`config.mk`:
```
export PLATFORM = sky130hd
export DESIGN_NAME = branch_predictor_flat
export DESIGN_NICKNAME = d
export VERILOG_FILES = /design/src/rtl/branch_predictor_if.sv /design/src/rtl/branch_predictor.sv /design/src/flat_wrapper.sv
export SDC_FILE = /design/constraint.sdc
export NUM_CORES = 1
export LEC_CHECK = 0
export BUFFER_PORTS_ARGS = -buffer_cell sky130_fd_sc_hd__buf_4
export CAP_MARGIN = 20
export CELL_PAD_IN_SITES_DETAIL_PLACEMENT = 0
export CELL_PAD_IN_SITES_GLOBAL_PLACEMENT = 1
export CORE_MARGIN = 2
export CORE_UTILIZATION = 45
export DETAILED_ROUTE_END_ITERATION = 10
export MAX_ROUTING_LAYER = met4
export PLACE_DENSITY_LB_ADDON = 0.1
export SYNTH_ARGS = -nofsm -noshare
export SYNTH_HDL_FRONTEND = slang
export SYNTH_SLANG_ARGS = --single-unit
```
`constraint.sdc`:
```
create_clock -name clk -period 4.9 [get_ports clk]
set_input_delay 0.49 -clock clk [delete_from_list [all_inputs] [get_ports clk]]
set_output_delay 0.49 -clock clk [all_outputs]
set_load 0.01 [all_outputs]
```
`src/rtl/branch_predictor_if.sv`:
```
// Fetch-side lookup and decode-side resolve signals between the pipeline and the branch predictor.
// The master modport belongs to the pipeline, the slave modport to the predictor.
interface branch_predictor_if #(
   parameter int PC_W = 16
);
   logic            PC_stall;
   logic [PC_W-1:0] IF_PC_curr;
   logic            predicted_taken;
   logic [PC_W-1:0] predicted_target;
   logic            IF_ID_stall;
   logic [PC_W-1:0] IF_ID_PC_curr;
   logic            IF_ID_predicted_taken;
   logic [PC_W-1:0] IF_ID_predicted_target;
   logic            is_branch;
   logic            actual_taken;
   logic [PC_W-1:0] actual_target;
   logic            branch_taken;
   logic            branch_mispredicted;
   logic [PC_W-1:0] correct_PC;

   modport master (
      output PC_stall, IF_PC_curr, IF_ID_stall, IF_ID_PC_curr,
             IF_ID_predicted_taken, IF_ID_predicted_target,
             is_branch, actual_taken, actual_target,
      input  predicted_taken, predicted_target,
             branch_taken, branch_mispredicted, correct_PC
   );

   modport slave (
      input  PC_stall, IF_PC_curr, IF_ID_stall, IF_ID_PC_curr,
             IF_ID_predicted_taken, IF_ID_predicted_target,
             is_branch, actual_taken, actual_target,
      output predicted_taken, predicted_target,
             branch_taken, branch_mispredicted, correct_PC
   );
endinterface

```
`src/rtl/branch_predictor.sv`:
```
// Direct-mapped BTB with untagged 2-bit counters; predicts at fetch, resolves and trains from ID.
// Latency: lookup and resolve are combinational; table writes become visible the cycle after.
// Backpressure: IF_ID_stall holds off resolve and update; PC_stall never touches table state.
module branch_predictor #(
   parameter int PC_W       = 16,
   parameter int INDEX_BITS = 3
) (
   input  logic             clk,
   input  logic             rst_n,
   branch_predictor_if.slave bp
);
   localparam int ENTRIES = 1 << INDEX_BITS;
   localparam int TAG_W   = PC_W - INDEX_BITS - 1;

   typedef struct packed {
      logic             vld;
      logic [TAG_W-1:0] tag;
      logic [PC_W-1:0]  target;
   } btb_ent_t;

   btb_ent_t              btb [ENTRIES];
   logic [1:0]            ctr [ENTRIES];

   logic [INDEX_BITS-1:0] if_idx;
   logic [INDEX_BITS-1:0] id_idx;
   logic [TAG_W-1:0]      if_tag;
   logic [TAG_W-1:0]      id_tag;
   btb_ent_t              if_ent;
   logic                  hit;
   logic                  resolve;
   logic                  unused_bits;

   // Instructions are 2-byte aligned, so PC[0] never selects an entry.
   assign if_idx = bp.IF_PC_curr[INDEX_BITS:1];
   assign if_tag = bp.IF_PC_curr[PC_W-1:INDEX_BITS+1];
   assign id_idx = bp.IF_ID_PC_curr[INDEX_BITS:1];
   assign id_tag = bp.IF_ID_PC_curr[PC_W-1:INDEX_BITS+1];

   assign unused_bits = ^{bp.PC_stall, bp.IF_PC_curr[0]};

   always_comb begin
      if_ent              = btb[if_idx];
      hit                 = if_ent.vld && (if_ent.tag == if_tag);
      bp.predicted_taken  = hit && ctr[if_idx][1];
      bp.predicted_target = hit ? if_ent.target : '0;
   end

   assign resolve                = bp.is_branch && !bp.IF_ID_stall;
   assign bp.branch_taken        = resolve && bp.actual_taken;
   assign bp.branch_mispredicted = resolve &&
                                   ((bp.actual_taken != bp.IF_ID_predicted_taken) ||
                                    (bp.actual_taken &&
                                     (bp.actual_target != bp.IF_ID_predicted_target)));
   assign bp.correct_PC          = bp.actual_taken ? bp.actual_target
                                                   : bp.IF_ID_PC_curr + PC_W'(2);

   // Counters train even on a tag miss; only taken branches claim the BTB entry.
   always_ff @(posedge clk) begin
      if (!rst_n) begin
         for (int i = 0; i < ENTRIES; i++) begin
            btb[i] <= '0;
            ctr[i] <= 2'b01;
         end
      end else if (resolve) begin
         if (bp.actual_taken) begin
            if (ctr[id_idx] != 2'b11) ctr[id_idx] <= ctr[id_idx] + 2'b01;
            btb[id_idx] <= btb_ent_t'{vld: 1'b1, tag: id_tag, target: bp.actual_target};
         end else begin
            if (ctr[id_idx] != 2'b00) ctr[id_idx] <= ctr[id_idx] - 2'b01;
         end
      end
   end
endmodule
```
`src/flat_wrapper.sv`:
```
// flat-port wrapper written by rule: the top's interface ports become plain ports
module branch_predictor_flat 
#(
   parameter int PC_W       = 16,
   parameter int INDEX_BITS = 3
)
  (clk, rst_n, bp_PC_stall, bp_IF_PC_curr, bp_IF_ID_stall, bp_IF_ID_PC_curr, bp_IF_ID_predicted_taken, bp_IF_ID_predicted_target, bp_is_branch, bp_actual_taken, bp_actual_target, bp_predicted_taken, bp_predicted_target, bp_branch_taken, bp_branch_mispredicted, bp_correct_PC);
  branch_predictor_if #(.PC_W(PC_W)) bp_i ();
  input  logic clk;
  input  logic rst_n;
  input wire logic [$bits(bp_i.PC_stall)-1:0] bp_PC_stall;
  input wire logic [$bits(bp_i.IF_PC_curr)-1:0] bp_IF_PC_curr;
  input wire logic [$bits(bp_i.IF_ID_stall)-1:0] bp_IF_ID_stall;
  input wire logic [$bits(bp_i.IF_ID_PC_curr)-1:0] bp_IF_ID_PC_curr;
  input wire logic [$bits(bp_i.IF_ID_predicted_taken)-1:0] bp_IF_ID_predicted_taken;
  input wire logic [$bits(bp_i.IF_ID_predicted_target)-1:0] bp_IF_ID_predicted_target;
  input wire logic [$bits(bp_i.is_branch)-1:0] bp_is_branch;
  input wire logic [$bits(bp_i.actual_taken)-1:0] bp_actual_taken;
  input wire logic [$bits(bp_i.actual_target)-1:0] bp_actual_target;
  output wire logic [$bits(bp_i.predicted_taken)-1:0] bp_predicted_taken;
  output wire logic [$bits(bp_i.predicted_target)-1:0] bp_predicted_target;
  output wire logic [$bits(bp_i.branch_taken)-1:0] bp_branch_taken;
  output wire logic [$bits(bp_i.branch_mispredicted)-1:0] bp_branch_mispredicted;
  output wire logic [$bits(bp_i.correct_PC)-1:0] bp_correct_PC;
  assign bp_i.PC_stall = bp_PC_stall;
  assign bp_i.IF_PC_curr = bp_IF_PC_curr;
  assign bp_i.IF_ID_stall = bp_IF_ID_stall;
  assign bp_i.IF_ID_PC_curr = bp_IF_ID_PC_curr;
  assign bp_i.IF_ID_predicted_taken = bp_IF_ID_predicted_taken;
  assign bp_i.IF_ID_predicted_target = bp_IF_ID_predicted_target;
  assign bp_i.is_branch = bp_is_branch;
  assign bp_i.actual_taken = bp_actual_taken;
  assign bp_i.actual_target = bp_actual_target;
  assign bp_predicted_taken = bp_i.predicted_taken;
  assign bp_predicted_target = bp_i.predicted_target;
  assign bp_branch_taken = bp_i.branch_taken;
  assign bp_branch_mispredicted = bp_i.branch_mispredicted;
  assign bp_correct_PC = bp_i.correct_PC;
  branch_predictor #(.PC_W(PC_W), .INDEX_BITS(INDEX_BITS)) u_core (.clk(clk), .rst_n(rst_n), .bp(bp_i));
endmodule
```
==> out/metrics.cfg <==
[timing]
max_freq_mhz = 256.2
fin_crit_ns = 3.904
setup_ws_ns = 0.9964
period_share = 0.7966
final-hold-violation-count = 0
rsz0062_at_grt = no
tightest_slew_ns = 1.049
slew_headroom = 0.2992
skew_ns = 0.0008547
timing.setup.tns_ns = 0
slew_viol_final = 0
setup_viol = 0

[worst_setup_path]
worstSetupPathType = in -> out
cp_cell_sequence = buf_4 -> buf_4 -> mux4_2 -> mux2i_1 -> xor2_1 -> buf_4 -> nand2_1 -> nor4_1 -> buf_4
rr_startpoint = u_core.ctr[7][1]$_SDFFCE_PN0P_
cp_common_cell = buf_4
cp.arrival_ns = 3.41
slowest_delay_ns = 0.59
crit_family = buffers and inverters
cp.buffers_inverters = 4
rr_worst_depth = 6
worstPathRequired_ns = 4.41
r2r_end = u_core.ctr[6][1]$_SDFFCE_PN0P_
ff2ff_setup_slack_ns = 2.47
end_kind = primary output
critPathSlowestCell = mux4_2
cp-start-kind = input pin
critPathMaxFanout = 32

[yosys]
synth_edf_count = 240
synth.most_common_cell = edfxtp_1
synth_warnings = 0
syn_nets = 955
ys_types = 41
synth-seq-cells = 248
seq_area_frac_synth = 0.5977
syn_area_per_cell_um2 = 13.96
synth_top_area_share = 0.5847
syn_inst = 883
async_flop_share = 0
ys_top_cells_by_count = edfxtp_1, and2_1, mux4_2
yosys.area.top_type = edfxtp_1
synth.cell_area_mm2 = 0.01233
synthFlopType = edfxtp_1
synth_area_leaders = edfxtp_1, and2_1, mux4_2, mux2_2, mux2i_1

[die]
fp.coreArea_mm2 = 0.02695
die_w_um = 169.5
row_count = 60
die-area_mm2 = 0.02873
die_h_um = 169.5
boundaryPins = 106
initial_core_util = 0.4573

[pwr]
p_per_area_mw_per_mm2 = 348.2
p_seq_frac = 0.494
swShare = 0.2259
power_frac_comb = 0.101
clkPwrFrac = 0.405
p_leak_uw = 0.005104
switchingPower_uw = 1124
intPower_uw = 3852
ir_drop_v = 0.0002437

[detailed_routing]
dr.pass1.iters = 4
wl_per_cell_um = 25.27
num_vias = 7400
drc = 0
drt_iter0_drc = 568
wl_um = 33130
viasPerCell = 5.645
ant_nets = 0

[cells_and_area]
drive_above_1_share = 0.2763
antenna_cells = 0
stdcell_area_mm2 = 0.01429
fill_cells = 2261
fin_nets = 1024
fin_cells = 1311
syn2layout_area_growth_pct = 15.94

[clock_tree]
cts_setup_buffers = 0
post_cts_resized = 0
htree_levels = 1
clkTransAtPathRegs_ns = 0.06
clock_latency_ns = 0.52
cts_tree = done
cts_hold_buf = 0
cts_root_buf = clkbuf_16
clock_path_buffers = 3
cts_inserted_buffers = 27
clock_sink_count = 248

[placement]
gp_congestion = 0.7974
placed_cells = 1264
place_ws_ns = 0.9816
placed_area_mm2 = 0.01343
dp_hpwl_um = 19950
io_buffers = 103

[hold_path]
min_path_type = in -> reg
holdCritStartpoint = bp_actual_target[3]
holdPathEnd = u_core.btb[6][3]$_DFFE_PP_
hold_depth = 2

[global_routing]
grt_max_degree = 40
grt_pass1_wl_um = 49540
grt_pass1_vias = 7941
grt_antenna_before_repair = 0
grt_remaining_overflow = 0
grt_usage = 0.2436

[run]
drv_cap = 0

[status]
status = complete, no violations

## layout make-up
type                            count  area (um^2)  area share
Clock inverter                     13        160.2     0.01121
Sequential cell                   248         7367      0.5155
Tap cell                          341        426.7     0.02986
Timing Repair Buffer              125        938.4     0.06567
Clock buffer                       34        701.9     0.04912
Multi-Input combinational cell    550         4696      0.3286
## metal layers
layer,GRT usage,up-vias,share of wire
met3,0.02449,48,0.041
met5,-,-,0
met2,0.4287,180,0.52
met1,0.3059,3833,0.41
li1,-,3339,-
met4,0.05686,0,0.022
## worst register-to-register path: stages (launching register included)
cell and delay [ns]:
edfxtp_1 0.39, mux4_2 0.47, mux2_2 0.33, nor2b_1 0.16, a21oi_1 0.16, nand2_1 0.19
o21ai_0 0.40
## worst max path at each step
stage	to	depth (start not counted)	start	slack (ns)
floorplan	u_core.btb[1][0]$_DFFE_PP_	3	bp_IF_ID_PC_curr[1]	1.20
global placement	bp_predicted_target[3]	9	bp_IF_PC_curr[2]	1.05
detailed placement	bp_predicted_target[2]	9	bp_IF_PC_curr[2]	0.98
CTS	bp_predicted_target[2]	9	bp_IF_PC_curr[2]	0.98
global route	bp_predicted_target[2]	9	bp_IF_PC_curr[2]	0.82
finish	bp_predicted_target[2]	9	bp_IF_PC_curr[2]	1.0
## registers in the layout (all words and copies together), names as in the netlist
signal	cells
u_core.ctr	16
u_core.btb	232
## power groups by stage
| stage | clock network (uW) | registers [uW] | logic (uW) |
|---|---|---|---|
| 6_report | 2020 | 2460 | 504 |
| 5_1_grt | 2110 | 2470 | 541 |
| 4_1_cts | 2030 | 2460 | 510 |
| 3_5_place_dp | 0 | 2500 | 508 |
| 3_3_place_gp | 0 | 2490 | 501 |
| 2_1_floorplan | 0 | 2490 | 314 |
## kinds of logic after synthesis
kind of cell	count (synthesis)	synth area share
compound gates	50	0.02426
xor+xnor	41	0.02913
fa+ha+maj	1	0.001015
buf+inv	85	0.03066
flops	248	0.5977
mux	107	0.1447
simple gates	351	0.1726
## stage by stage
step                utilization  power, uW  hold slack (ns)
finish                   0.5302       4976           0.3188
global route             0.5302       5117           0.3198
CTS                      0.5302       5001           0.3024
detailed placement       0.4982       3010           0.4422
global placement         0.4982       2994           0.4287
floorplan                     -       2808           0.4218
## cells in the final DEF, fill, tap and decap left out, types with 8 or more instances in the layout
cell / instances
a21o_1: 8
and2_1: 224
nor4_2: 10
o21ai_4: 8
o21ai_0: 23
mux2i_1: 27
dfxtp_1: 8
nand3_1: 11
mux2_2: 26
buf_4: 125
nor2_1: 14
xnor2_1: 22
nor4_1: 8
mux4_2: 53
nand2_1: 41
xor2_1: 19
nand2b_1: 8
clkbuf_16: 27
edfxtp_1: 240
Power figures use the tool's default switching activity.
